===== src/rtl/diffeq_pkg.sv =====
// diffeq_pkg: shared types and constants
// for the differentiator operand sequencer.
package diffeq_pkg;

    typedef enum logic [2:0] {
        IDLE,
        LD_X,
        LD_DX,
        LD_A,
        LD_U,
        WAIT,
        OUT
    } state_t;

    localparam int X_MSB  = 15;
    localparam int DX_MSB = 11;
    localparam int A_MSB  = 7;
    localparam int U_MSB  = 3;

    localparam logic [15:0] TIMEOUT_SENTINEL = 16'hFFFF;

endpackage


===== src/rtl/diffeq_operand_sequencer.sv =====
// diffeq_operand_sequencer: replays a packed
// operand command into the differentiator core.
module diffeq_operand_sequencer
    import diffeq_pkg::*;
#(
    parameter int HOLD_CYCLES = 2,
    parameter int TIMEOUT     = 1024
) (
    input  logic        clk,
    input  logic        reset,
    input  logic        cmd_valid,
    output logic        cmd_ready,
    input  logic [15:0] cmd_data,
    output logic [3:0]  core_in,
    output logic        s1,
    output logic        s2,
    output logic        s3,
    output logic        s4,
    output logic        core_ready,
    input  logic        core_valid,
    input  logic [15:0] core_out,
    output logic        res_valid,
    input  logic        res_ready,
    output logic [15:0] res_data,
    output logic        res_err
);

    localparam int TW = $clog2(TIMEOUT + 1);
    localparam int HW = $clog2(HOLD_CYCLES + 1);
    localparam int CW = (TW > HW) ? TW : HW;

    localparam logic [CW-1:0] PH_LOAD = CW'(HOLD_CYCLES);
    localparam logic [CW-1:0] TO_LOAD = CW'(TIMEOUT - 1);
    localparam logic [CW-1:0] ONE     = CW'(1);

    state_t        state, state_d;
    logic [CW-1:0] cnt, cnt_d;
    logic [15:0]   op, op_d;
    logic          armed, armed_d;
    logic [15:0]   data_d;
    logic          err_d;
    logic [3:0]    nib_d;
    logic [3:0]    stb_d;

    // Next state; the counter times load phases, then the WAIT timeout.
    always_comb begin
        state_d = state;
        cnt_d   = cnt;
        op_d    = op;
        armed_d = armed;
        data_d  = res_data;
        err_d   = res_err;
        unique case (state)
            IDLE: begin
                if (cmd_valid && cmd_ready) begin
                    op_d    = cmd_data;
                    cnt_d   = PH_LOAD;
                    state_d = LD_X;
                end
            end
            LD_X, LD_DX, LD_A: begin
                if (cnt == '0) begin
                    cnt_d = PH_LOAD;
                    unique case (state)
                        LD_X:    state_d = LD_DX;
                        LD_DX:   state_d = LD_A;
                        default: state_d = LD_U;
                    endcase
                end else begin
                    cnt_d = cnt - ONE;
                end
            end
            LD_U: begin
                if (cnt == '0) begin
                    cnt_d   = TO_LOAD;
                    armed_d = 1'b0;
                    state_d = WAIT;
                end else begin
                    cnt_d = cnt - ONE;
                end
            end
            WAIT: begin
                armed_d = armed | ~core_valid;
                if (armed && core_valid) begin
                    data_d  = core_out;
                    err_d   = 1'b0;
                    state_d = OUT;
                end else if (cnt == '0) begin
                    data_d  = TIMEOUT_SENTINEL;
                    err_d   = 1'b1;
                    state_d = OUT;
                end else begin
                    cnt_d = cnt - ONE;
                end
            end
            OUT: begin
                if (res_valid && res_ready) begin
                    state_d = IDLE;
                end
            end
            default: state_d = IDLE;
        endcase
    end

    // Nibble and strobe for the upcoming cycle; gap cycle drops the strobe.
    always_comb begin
        nib_d = 4'h0;
        stb_d = 4'b0000;
        unique case (state_d)
            LD_X: begin
                nib_d    = op_d[X_MSB -: 4];
                stb_d[0] = (cnt_d != '0);
            end
            LD_DX: begin
                nib_d    = op_d[DX_MSB -: 4];
                stb_d[1] = (cnt_d != '0);
            end
            LD_A: begin
                nib_d    = op_d[A_MSB -: 4];
                stb_d[2] = (cnt_d != '0);
            end
            LD_U: begin
                nib_d    = op_d[U_MSB -: 4];
                stb_d[3] = (cnt_d != '0);
            end
            default: ;
        endcase
    end

    // State and registered outputs, synchronous active-low reset.
    always_ff @(posedge clk) begin
        if (!reset) begin
            state      <= IDLE;
            cnt        <= '0;
            op         <= '0;
            armed      <= 1'b0;
            cmd_ready  <= 1'b0;
            core_in    <= 4'h0;
            s1         <= 1'b0;
            s2         <= 1'b0;
            s3         <= 1'b0;
            s4         <= 1'b0;
            core_ready <= 1'b0;
            res_valid  <= 1'b0;
            res_data   <= 16'h0;
            res_err    <= 1'b0;
        end else begin
            state      <= state_d;
            cnt        <= cnt_d;
            op         <= op_d;
            armed      <= armed_d;
            cmd_ready  <= (state_d == IDLE);
            core_in    <= nib_d;
            s1         <= stb_d[0];
            s2         <= stb_d[1];
            s3         <= stb_d[2];
            s4         <= stb_d[3];
            core_ready <= (state_d == WAIT);
            res_valid  <= (state_d == OUT);
            res_data   <= data_d;
            res_err    <= err_d;
        end
    end

endmodule


===== config.mk =====
export PLATFORM = sky130hd
export DESIGN_NAME = diffeq_operand_sequencer
export DESIGN_NICKNAME = d
export VERILOG_FILES = /design/src/rtl/diffeq_pkg.sv /design/src/rtl/diffeq_operand_sequencer.sv
export SDC_FILE = /design/constraint.sdc
export NUM_CORES = 1
export LEC_CHECK = 0
export ABC_AREA = 1
export BUFFER_PORTS_ARGS = -buffer_cell sky130_fd_sc_hd__buf_2
export CORE_ASPECT_RATIO = 0.7
export CORE_MARGIN = 5
export CORE_UTILIZATION = 30
export CTS_BUF_LIST = sky130_fd_sc_hd__clkbuf_4 sky130_fd_sc_hd__clkbuf_8
export DETAILED_ROUTE_END_ITERATION = 10
export HOLD_SLACK_MARGIN = 0.05
export PLACE_DENSITY = 0.49
export RECOVER_POWER = 100
export SETUP_SLACK_MARGIN = 0.5
export SLEW_MARGIN = 20
export SYNTH_ARGS = -nofsm -noshare
export SYNTH_HDL_FRONTEND = slang
export SYNTH_SLANG_ARGS = --single-unit

===== constraint.sdc =====
create_clock -name clk -period 2.6 [get_ports clk]
set_input_delay 0.39 -clock clk [delete_from_list [all_inputs] [get_ports clk]]
set_output_delay 0.39 -clock clk [all_outputs]
set_load 0.02 [all_outputs]

## Yosys cells after proc, flatten, opt, wreduce, memory -nomap -nowiden

Cells that the tools add are included.

| word-level totals | value |
|---|---|
| flip-flop bits (word level) | 59 |
| bits in latches | 0 |
| memory bits (writable) | 0 |
| bits in read-only memories | 0 |
| input port bits | 37 |
| output and inout bits | 28 |
| memories kept | 0 |

| cells by class | value |
|---|---|
| $add $sub $neg | 1 |
| $mul | 0 |
| divide/modulo/power cells | 0 |
| order comparisons | 0 |
| equal/unequal tests | 13 |
| shifts and indexed selects | 0 |
| muxes and demuxes | 23 |
| bitwise logic cells | 2 |
| reduce and logical (&&, ||, !) cells | 16 |

Operators by type and width:

| cell | number |
|---|---|
| $mux 16 | 4 |
| $mux 11 | 5 |
| $pmux 11 s4 | 1 |
| $eq 3x3->1 const B | 6 |
| $mux 3 | 6 |
| $pmux 4 s4 | 1 |
| $pmux 3 s5 | 1 |
| $eq 3x2->1 const B | 4 |
| $reduce_and 2->1 | 6 |
| $logic_not 11->1 | 1 |
| $reduce_bool 11->1 | 1 |
| $sub 11x1->11 const B | 1 |
| $eq 3x1->1 const B | 2 |
| $logic_not 3->1 | 2 |
| $pmux 3 s2 | 1 |
| $reduce_bool 2->1 | 2 |
| $logic_and 1x1->1 | 3 |
| $mux 1 | 3 |
| $reduce_or 3->1 | 1 |
| $ne 2x2->1 const B | 1 |
| $pmux 1 s2 | 1 |
| $not 1->1 | 1 |
| $or 1x1->1 | 1 |

## Longest topological paths before layout

Gate-level depths: netlist of run 1.

| depth | value |
|---|---|
| depth after elaboration | 6 |
| mapped depth | 17 |
| gate-level depth less buffers | 15 |

## Least setup slack after synthesis of run 1

Ideal clock, no wire load.

| timing | value |
|---|---|
| path kind | reg2reg |
| from | register cnt[0] |
| to | register s1 |
| arrival time | 2.210 ns |
| data required time | 2.484 ns |
| slack | 0.274 ns |
| stages on the path, launching flop included | 18 |
| path buffers | 2 |
| period minus slack after synthesis | 2.326 ns |
| path through | dfxtp_1 -> inv_1 -> ha_1 -> nand2_2 -> nor2_2 -> nand3_2 -> buf_6 -> buf_8 -> ha_1 -> nand2_1 -> o21ai_0 -> o21bai_1 -> a21oi_1 -> nand2_1 -> nor2_1 -> nand3_1 -> nor2_2 -> nor2_1 |

| on the way | value |
|---|---|
| cells in the longest elaborated chain, start to end | 6 |
| elaborated cells between the ends (all ways) | 16 |

Ends and longest elaborated chain:

| item | RTL line | source |
|---|---|---|
| start, declared | diffeq_operand_sequencer.sv:37 | `logic [CW-1:0] cnt, cnt_d;` |
| start signal, assigned | diffeq_operand_sequencer.sv:149 | `cnt <= cnt_d;` |
| parallel branches: the longest is 6 deep, another holds $sub 11x1->11 | - |  |
| end signal, assigned | diffeq_operand_sequencer.sv:154 | `s1 <= stb_d[0];` |
| end, declared | diffeq_operand_sequencer.sv:15 | `output logic s1,` |

Several ways; the timed one is not identified.
A chain may end at the register's enable or synchronous reset.

## Worst setup path in the final report of run 1

| timing | value |
|---|---|
| from | register cnt[1] |
| to | register s4 |

| on the way | value |
|---|---|
| cells in the longest elaborated chain, start to end | 6 |
| elaborated cells between the ends (all ways) | 16 |

Ends and longest elaborated chain:

| item | RTL line | source |
|---|---|---|
| parallel branches: the longest is 6 deep, another holds $sub 11x1->11 | - |  |
| end signal, assigned | diffeq_operand_sequencer.sv:157 | `s4 <= stb_d[3];` |
| end, declared | diffeq_operand_sequencer.sv:18 | `output logic s4,` |

Several ways; the timed one is not identified.

==> results of run 1 <==
[worst paths after layout]
kind,startpoint,to
setup / recovery,cnt[1]$_SDFF_PN0_,s4$_SDFF_PN0_
hold reg to reg,cnt[10]$_SDFF_PN0_,cnt[10]$_SDFF_PN0_
hold / removal,core_out[4],res_data[4]$_SDFFE_PN0P_
setup reg to reg,cnt[1]$_SDFF_PN0_,s4$_SDFF_PN0_
[critical path, delay by kind of cell, from the launching register on]
| family | cells | cell delay (ns) |
|---|---|---|
| buffers and inverters | 1 | 0.07 |
| flip-flops | 1 | 0.33 |
| AND/OR/NAND/NOR | 11 | 1.46 |
| adder cells (fa/ha/maj) | 1 | 0.25 |
[cells by family (layout without fill, tap and decap cells)]
| family | Yosys count | in the layout | synth area share |
|---|---|---|---|
| compound gates | 37 | 37 | 0.09142 |
| xor+xnor | 4 | 4 | 0.01133 |
| fa+ha+maj | 3 | 3 | 0.01214 |
| buf+inv | 81 | 168 | 0.1100 |
| flops | 59 | 59 | 0.3819 |
| mux | 16 | 16 | 0.05502 |
| simple gates | 229 | 230 | 0.3382 |
[registers in the layout, indices dropped and copies added (netlist names)]
signal / count
core_in: 4
s4: 1
core_ready: 1
cnt: 11
s1: 1
res_err: 1
res_data: 16
res_valid: 1
armed: 1
state: 3
s2: 1
cmd_ready: 1
s3: 1
op: 16
[timing repair]
action,4_1_cts,5_1_grt
resized for setup,8,15
buffers inserted,9,4
setup endpoints to repair,25,27
cloned,0,1
pin swaps,5,2
[report_power, final]
| group | leakage [nW] | total [mW] | internal, mW | switching (mW) |
|---|---|---|---|---|
| sequential | 0.480 | 1.21 | 1.07 | 0.136 |
| combinational | 1.37 | 3.55 | 1.30 | 2.25 |
| clock | 0.117 | 0.959 | 0.588 | 0.372 |
[routing by layer]
metal	vias up	wire length, microns	global-route usage
met2	139	3677	0.2107
met3	11	1005	0.05804
met4	0	73	0.04966
met1	1412	4774	0.2219
li1	1548	-	-
met5	-	0	0
[synth_stat cells, types with 4 or more instances]
cell type  number
mux2i_1         8
o221ai_1       16
nand3b_1        4
nand2_1        89
dfxtp_1        59
inv_1          55
nand2_2         5
nor2_4          4
nand3_1        33
nor2_1         67
nor2_2          6
mux2_2          7
clkbuf_1        6
nand4_1        14
a21oi_1         9
inv_2          10
o21ai_0         6
[final cells by class]
class	instances	area [sq um]	area share
clock buffer	12	152.6	0.03897
timing repair buffer	85	455.4	0.1163
sequential	59	1187	0.3031
inverter	67	259.0	0.06611
multi-input combinational	290	1624	0.4146
tap	132	165.2	0.04216
clock inverter	4	73.82	0.01884
[per-stage QoR]
step | std cells | cell area [sq um] | util
2_1_floorplan | 429 | 3127 | -
3_3_place_gp | 619 | 3583 | 0.3513
3_5_place_dp | 619 | 3583 | 0.3513
4_1_cts | 644 | 3914 | 0.3837
5_1_grt | 649 | 3918 | 0.3840
6_report | 649 | 3918 | 0.3840
==> flow_summary.json, run 1 <==
{
  "drive_gt1_frac": 0.2205,
  "r2r_slack_ns": 0.37,
  "slew_violations": 0,
  "critPathLaunchType": "flop",
  "leakagePower_nw": 1.970,
  "routed_wl_microns": 9530,
  "most-common-layout-cells": "nand2_1 (89), nor2_1 (67), inv_1 (54), dfxtp_1 (54), buf_2 (36)",
  "rsz0062_at_grt": "true",
  "cpPeakStageDelay_ns": 0.33,
  "hold_path_depth": 3,
  "grt_pass1_wl_microns": 15180,
  "area_delta_synth_final_pct": 26.66,
  "synth_cell_types": 38,
  "nets": 552,
  "io_buffers": 64,
  "p_total_mw": 5.714,
  "tightest_slew_ns": 0.5059,
  "place_hpwl_microns": 6953,
  "synth_area_leaders": "dfxtp_1 (38%), nand2_1 (11%), nor2_1 (8.1%)",
  "cts.sinks": 59,
  "cp-end-kind": "flop",
  "insertion_delay_ns": 0.34,
  "period_minus_slack_ns": 2.233,
  "synth_edf_count": 0,
  "yosys.area.top_type": "dfxtp_1",
  "drc": 0,
  "cts_tree": "yes",
  "drtIter0Drc": 235,
  "cts_buffers": 9,
  "gp_congestion": 0.9214,
  "drtAntennaViolNets": 0,
  "avgSynthCellArea_sq_um": 7.210,
  "antenna_found_initial": 0,
  "num_vias": 3110,
  "max_freq_ghz": 0.4479,
  "final_common_cell": "nand2_1",
  "cts_hold_buf": 0,
  "wl_per_cell_microns": 14.68,
  "fp.dieH_microns": 94.95,
  "synth_top_area_share": 0.3819,
  "dp_slack_ns": 0.3330,
  "syn_area_sq_um": 3093,
  "slowest_stage": "dfxtp_1",
  "ys_ff_latch": 59,
  "ff2ff_path_depth": 13,
  "critical_path_required_ns": 2.84,
  "synth-seq-area-share": 0.3819,
  "cellPowerDensity_nw_per_um2": 1459,
  "yosys_warnings": 0,
  "synth-async-reset-ratio": 0,
  "overflow": 0,
  "maxCapViolations": 0,
  "die_area_sq_um": 12470,
  "path_max_fanout": 7,
  "core_sq_um": 10200,
  "fin_crit_sh": 0.8587,
  "start_util": 0.3032,
  "rows": 31,
  "drt-pass1-iter-count": 5,
  "routed_via_density": 4.792,
  "worstPathArrival_ns": 2.47,
  "worstPathCellList": "inv_2 -> ha_1 -> nand2_4 -> nor2_4 -> nand3_4 -> nand2_1 -> nand2_1 -> nand3_1 -> nand4_1 -> nor2_2 -> nand3_1 -> nor2_4 -> nor2_1",
  "final-setup-viol-count": 0,
  "diodes": 0,
  "critPathKind": "flop to flop",
  "setup_ws_ns": 0.3674,
  "synth-main-ff-cell": "dfxtp_1",
  "clkTransAtPathRegs_ns": 0.07,
  "root_buffer": "clkbuf_8",
  "n_fill_cell": 1114,
  "finalHoldViolations": 0,
  "fin_worst_skew_ns": 0.006688,
  "status": "finished clean",
  "whs_ns": 0.3152,
  "ir_worst_vdd_mv": 0.6350,
  "finalSetupTns_ns": 0,
  "die-width_microns": 131.4,
  "slew-limit-headroom": 0.6623,
  "syn_nets": 469,
  "grt_use_total": 0.1545,
  "htree_levels": 3,
  "hp-class": "input pin to flop",
  "clk_path_buf_depth": 2,
  "netlist_instances": 429,
  "io_pins": 65,
  "grt_pass1_vias": 2972,
  "grt_max_degree": 29
}
No activity file was read; power rests on OpenSTA's default activity.
==> run 2, diff against run 1 <==
==> constraint.sdc (replaced) <==
create_clock -name clk -period 2.2 [get_ports clk]
set_input_delay 0.22 -clock clk [delete_from_list [all_inputs] [get_ports clk]]
set_output_delay 0.22 -clock clk [all_outputs]
set_load 0.02 [all_outputs]
==> run 2 against run 1 <==
Compared with the run above:
- count of clock-buffer cells in the layout unchanged
- worst hold slack got worse by 0.17 ns
- sequential cell count stayed put
- setup slack lost 0.23 ns
- sequential power is 16% higher
- critical path type unchanged
- largest cell class unchanged
- highest routed layer unchanged
==> flow_summary.json, run 2 (same netlist as run 1, synthesis figures left out) <==
{
  "critPathLaunchType": "flop",
  "drtAntennaViolNets": 0,
  "antenna_found_initial": 0,
  "n_fill_cell": 1104,
  "max_freq_ghz": 0.4839,
  "insertion_delay_ns": 0.34,
  "critPathKind": "flop to flop",
  "rows": 31,
  "final-setup-viol-count": 0,
  "grt_max_degree": 29,
  "wl_per_cell_microns": 14.28,
  "cellPowerDensity_nw_per_um2": 1767,
  "status": "finished clean",
  "routed_wl_microns": 9540,
  "worstPathArrival_ns": 2.30,
  "worstPathCellList": "inv_2 -> ha_4 -> nand2_4 -> nor2_4 -> nand3_4 -> buf_6 -> buf_4 -> nand2_1 -> nand3b_4 -> nor2b_4 -> buf_6 -> nand3b_1 -> nand2_1 -> nor2_1 -> nor2_1",
  "routed_via_density": 4.684,
  "path_buf_inv": 4,
  "crit_family": "simple AND/OR/NAND/NOR gates",
  "grt_pass1_wl_microns": 15210,
  "finalHoldViolations": 0,
  "grt_pass1_vias": 3007,
  "fin_crit_sh": 0.9394,
  "cp-end-kind": "flop",
  "place_hpwl_microns": 6961,
  "io_buffers": 64,
  "area_delta_synth_final_pct": 36.33,
  "ir_worst_vdd_mv": 0.6954,
  "cts_buffers": 9,
  "leakagePower_nw": 2.109,
  "drtIter0Drc": 210,
  "diodes": 0,
  "drt-pass1-iter-count": 5,
  "num_vias": 3129,
  "grt_use_total": 0.1533,
  "final_area_sq_um": 4217,
  "p_total_mw": 7.450,
  "rsz0062_at_grt": "true",
  "clk_path_buf_depth": 2,
  "root_buffer": "clkbuf_8",
  "tightest_slew_ns": 0.5365,
  "start_util": 0.3032,
  "gp_congestion": 0.9218,
  "fp.dieH_microns": 94.95,
  "slowest_stage": "dfxtp_2",
  "core_sq_um": 10200,
  "clkTransAtPathRegs_ns": 0.07,
  "post_dp_cell_area_sq_um": 3710,
  "drc": 0,
  "io_pins": 65,
  "most-common-layout-cells": "nand2_1 (79), nor2_1 (62), dfxtp_1 (56), inv_1 (52), buf_2 (36)",
  "htree_levels": 3,
  "top_regs": "op: 16 flops, res_data: 16 flops, cnt: 11 flops",
  "path_max_fanout": 6,
  "cts_hold_buf": 0,
  "cpPeakStageDelay_ns": 0.33,
  "period_minus_slack_ns": 2.067,
  "drive_gt1_frac": 0.2966,
  "final_common_cell": "nand2_1",
  "nets": 571,
  "slew-limit-headroom": 0.6420,
  "die-width_microns": 131.4,
  "hp-class": "input pin to flop",
  "regArea_sq_um": 1185,
  "multi_input_area_sq_um": 1770,
  "cts.sinks": 59,
  "die_area_sq_um": 12470,
  "slew_violations": 0,
  "fin_worst_skew_ns": 0.009209,
  "maxCapViolations": 0,
  "critical_path_required_ns": 2.43,
  "overflow": 0,
  "cts_tree": "yes"
}
## run 2: cell count changes in the layout (fill, tap and decap cells not counted), sizes merged
| cell | change |
|---|---|
| buf | +17 |
| clkbuf | +3 |
| nor2b | -1 |
## run 2: worst reg2reg max path, delay by kind of cell (launching register included)
kind / cells / cell delay [ns]
fa+ha+maj: 1 / 0.14
buf+inv: 4 / 0.48
flops: 1 / 0.33
simple gates: 10 / 1.03
## run 2: power by group
part,switching [mW],internal [mW]
clock network,0.436,0.695
logic,2.98,1.94
registers,0.138,1.26
## run 2: worst paths after layout
path	startpoint	endpoint	slack, ns	cells after the start
worst min register to register	op[4]$_SDFF_PN0_	op[4]$_SDFF_PN0_	0.49	2
worst min-delay path	core_out[6]	res_data[6]$_SDFFE_PN0P_	0.15	3
worst max-delay path	cnt[1]$_SDFF_PN0_	core_in[1]$_SDFF_PN0_	0.13	15
worst max register to register	cnt[1]$_SDFF_PN0_	core_in[1]$_SDFF_PN0_	0.13	15
## run 2: area by class of cell
class                           count  area share
Multi-Input combinational cell    289      0.4199
Sequential cell                    59      0.2810
Timing Repair Buffer              105      0.1451
Inverter                           67     0.06113
Tap cell                          132     0.03917
Clock buffer                       12     0.03620
Clock inverter                      4     0.01751
## run 2: stage by stage
| stage | util | std cells | TNS, ns | hold WS, ns | setup WS, ns |
|---|---|---|---|---|---|
| after global routing | 0.4133 | 668 | -0.01576 | 0.1366 | -0.01148 |
| after detailed placement | 0.3637 | 634 | -0.003628 | 0.4784 | -0.003517 |
| after floorplan | - | 429 | 0 | 0.3713 | 0.03686 |
| after global placement | 0.3637 | 634 | 0 | 0.4746 | 0.07641 |
| final | 0.4133 | 668 | 0 | 0.1462 | 0.1334 |
| after CTS | 0.4001 | 659 | 0 | 0.1320 | 0.1362 |
## run 2: repair_timing
action | CTS | global route
setup buffers | 9 | 8
resized for setup | 19 | 39
cloned | 0 | 1
endpoints found under the setup margin | 33 | 46
pin swaps | 17 | 11
## run 2: per-layer routing
metal / global-route usage / wire (microns) / vias to the layer above
met4: 0.04623 / 139 / 0
met2: 0.2082 / 3751 / 136
met1: 0.2275 / 4678 / 1391
met5: 0 / 0 / -
met3: 0.04846 / 971 / 16
li1: - / - / 1586
==> run 3, diff against run 2 <==
Settings changed: SETUP_SLACK_MARGIN 0.5 to default.
==> run 3 against run 2 <==
Compared with the run above:
- power decreased by 11%
- non-clock buffer count shrank 15
- via count fell by 1.8%
- cell area is 6.3% lower
- fmax down 1.7%
- first-iteration DRC count up 20%
- setup slack worse by 0.036 ns
- count of clock-buffer cells in the layout rose by 1
- critical endpoint is now s1$_SDFF_PN0_
==> flow_summary.json, run 3 (same netlist as run 1, synthesis figures left out) <==
{
  "hold_path_depth": 3,
  "path_max_fanout": 5,
  "ir_worst_vdd_mv": 0.8284,
  "tightest_slew_ns": 0.4220,
  "die-width_microns": 131.4,
  "critical_path_required_ns": 2.43,
  "fin_crit_sh": 0.9559,
  "clkTransAtPathRegs_ns": 0.07,
  "cts_buffers": 9,
  "nets": 556,
  "leakagePower_nw": 1.978,
  "antenna_found_initial": 0,
  "drc": 0,
  "worstPathArrival_ns": 2.34,
  "hp-class": "input pin to flop",
  "most-common-layout-cells": "nand2_1 (87), nor2_1 (65), dfxtp_1 (57), inv_1 (53), buf_2 (36)",
  "core_sq_um": 10200,
  "die_area_sq_um": 12470,
  "wl_per_cell_microns": 14.43,
  "max_freq_ghz": 0.4755,
  "status": "finished clean",
  "clk_path_buf_depth": 2,
  "rows": 31,
  "overflow": 0,
  "fp.dieH_microns": 94.95,
  "gp_congestion": 0.8445,
  "root_buffer": "clkbuf_8",
  "top_regs": "op: 16 flops, res_data: 16 flops, cnt: 11 flops",
  "hp-start": "core_out[1]",
  "seqPwrFrac": 0.210,
  "startpoint": "cnt[1]$_SDFF_PN0_",
  "r2r-start": "cnt[1]$_SDFF_PN0_",
  "grt_pass1_wl_microns": 15150,
  "grt_use_total": 0.1547,
  "p_switching_mw": 3.257,
  "io_buffers": 64,
  "num_vias": 3074,
  "htree_levels": 3,
  "maxCapViolations": 0,
  "critPathLaunchType": "flop",
  "drtIter0Drc": 251,
  "routed_via_density": 4.715,
  "drt-pass1-iter-count": 5,
  "start_util": 0.3032,
  "clockPowerShare": 0.157,
  "ff2ff_path_depth": 15,
  "cts_tree": "yes",
  "grt_max_degree": 29,
  "area_delta_synth_final_pct": 27.79,
  "holdPathEnd": "res_data[1]$_SDFFE_PN0P_",
  "place_hpwl_microns": 7002,
  "final-setup-viol-count": 0,
  "rr_endpoint": "s1$_SDFF_PN0_",
  "slew-limit-headroom": 0.7157,
  "pwr-share-comb": 0.633,
  "whs_ns": 0.1431,
  "critPathKind": "flop to flop",
  "cellPowerDensity_nw_per_um2": 1678,
  "placed_cells": 633,
  "cts.sinks": 59,
  "finalHoldViolations": 0,
  "drive_gt1_frac": 0.2462,
  "finalSetupTns_ns": 0,
  "fin_cells": 652,
  "final_common_cell": "nand2_1",
  "drtAntennaViolNets": 0,
  "diodes": 0,
  "r2r_slack_ns": 0.1,
  "swShare": 0.4911,
  "routed_wl_microns": 9408,
  "p_int_mw": 3.376,
  "slew_violations": 0,
  "grt_pass1_vias": 2994,
  "io_pins": 65,
  "fin_worst_skew_ns": 0.008144,
  "insertion_delay_ns": 0.34,
  "cp-end-kind": "flop",
  "period_minus_slack_ns": 2.103
}
## run 3: changes by cell type in the layout (fill, tap and decap cells not counted), moves of 3 or more
cell	previous run	this run
nor2_1	62	65
buf_4	30	24
mux2_1	6	1
mux2_2	2	7
nand3_1	29	32
buf_6	5	1
nand2_1	79	87
nand2_2	12	6
## run 3: power groups by stage
stage               sequential (mW)  clock [mW]  combinational (mW)
detailed placement             1.41           0                3.77
CTS                            1.39        1.07                3.79
global route                   1.42        1.12                4.67
global placement               1.41           0                3.76
finish                         1.39        1.04                4.20
floorplan                      1.46           0                2.78
## run 3: repair_timing
item	in CTS	in global routing
hold buffers	0	0
setup buffers	0	4
resized for setup	0	17
endpoints found under the setup margin	3	9
pin swaps	1	9
## run 3: area by class of cell
cell class                      instances  area [sq um]
Tap cell                              132         165.2
Fill cell                            1099          6248
Clock inverter                          2         35.03
Sequential cell                        59          1184
Inverter                               67         251.5
Multi-Input combinational cell        289          1654
Timing Repair Buffer                   90         496.7
Clock buffer                           13         166.4
## run 3: worst max-delay path: stages (launching register included)
cell	delay, ns
dfxtp_2	0.34
inv_2	0.08
ha_4	0.16
nand2_4	0.05
nor2_4	0.11
nand3_4	0.13
ha_4	0.19
nand2_1	0.06
o21ai_1	0.06
o21bai_4	0.16
a21oi_2	0.12
nand2_1	0.07
nor2_1	0.14
nand3_2	0.11
nor2_4	0.16
nor2_1	0.06
## run 3: worst max path at each step
stage	end	slack, ns	cells past startpoint
after floorplan	s1$_SDFF_PN0_	0.001	17
after CTS	s3$_SDFF_PN0_	0.009	15
final	s1$_SDFF_PN0_	0.1	15
after global placement	s3$_SDFF_PN0_	0.09	15
after global routing	s1$_SDFF_PN0_	-0.01	15
after detailed placement	s3$_SDFF_PN0_	0.007	15
## run 3: through the flow
stage	setup slack, ns	cell area (sq um)	total power [mW]	util
floorplan	0.001013	3112	4.244	-
global placement	0.09289	3686	5.166	0.3613
detailed placement	0.006999	3686	5.185	0.3613
global route	-0.01411	3953	7.208	0.3875
finish	0.09695	3953	6.633	0.3875
CTS	0.009359	3887	6.253	0.3811
## run 3: per-layer routing
layer / vias to the layer above / GRT usage / routed length (microns)
met5: - / 0 / 0
met3: 9 / 0.06869 / 832
li1: 1556 / - / -
met2: 110 / 0.2141 / 3696
met1: 1399 / 0.2175 / 4787
met4: 0 / 0.03938 / 91
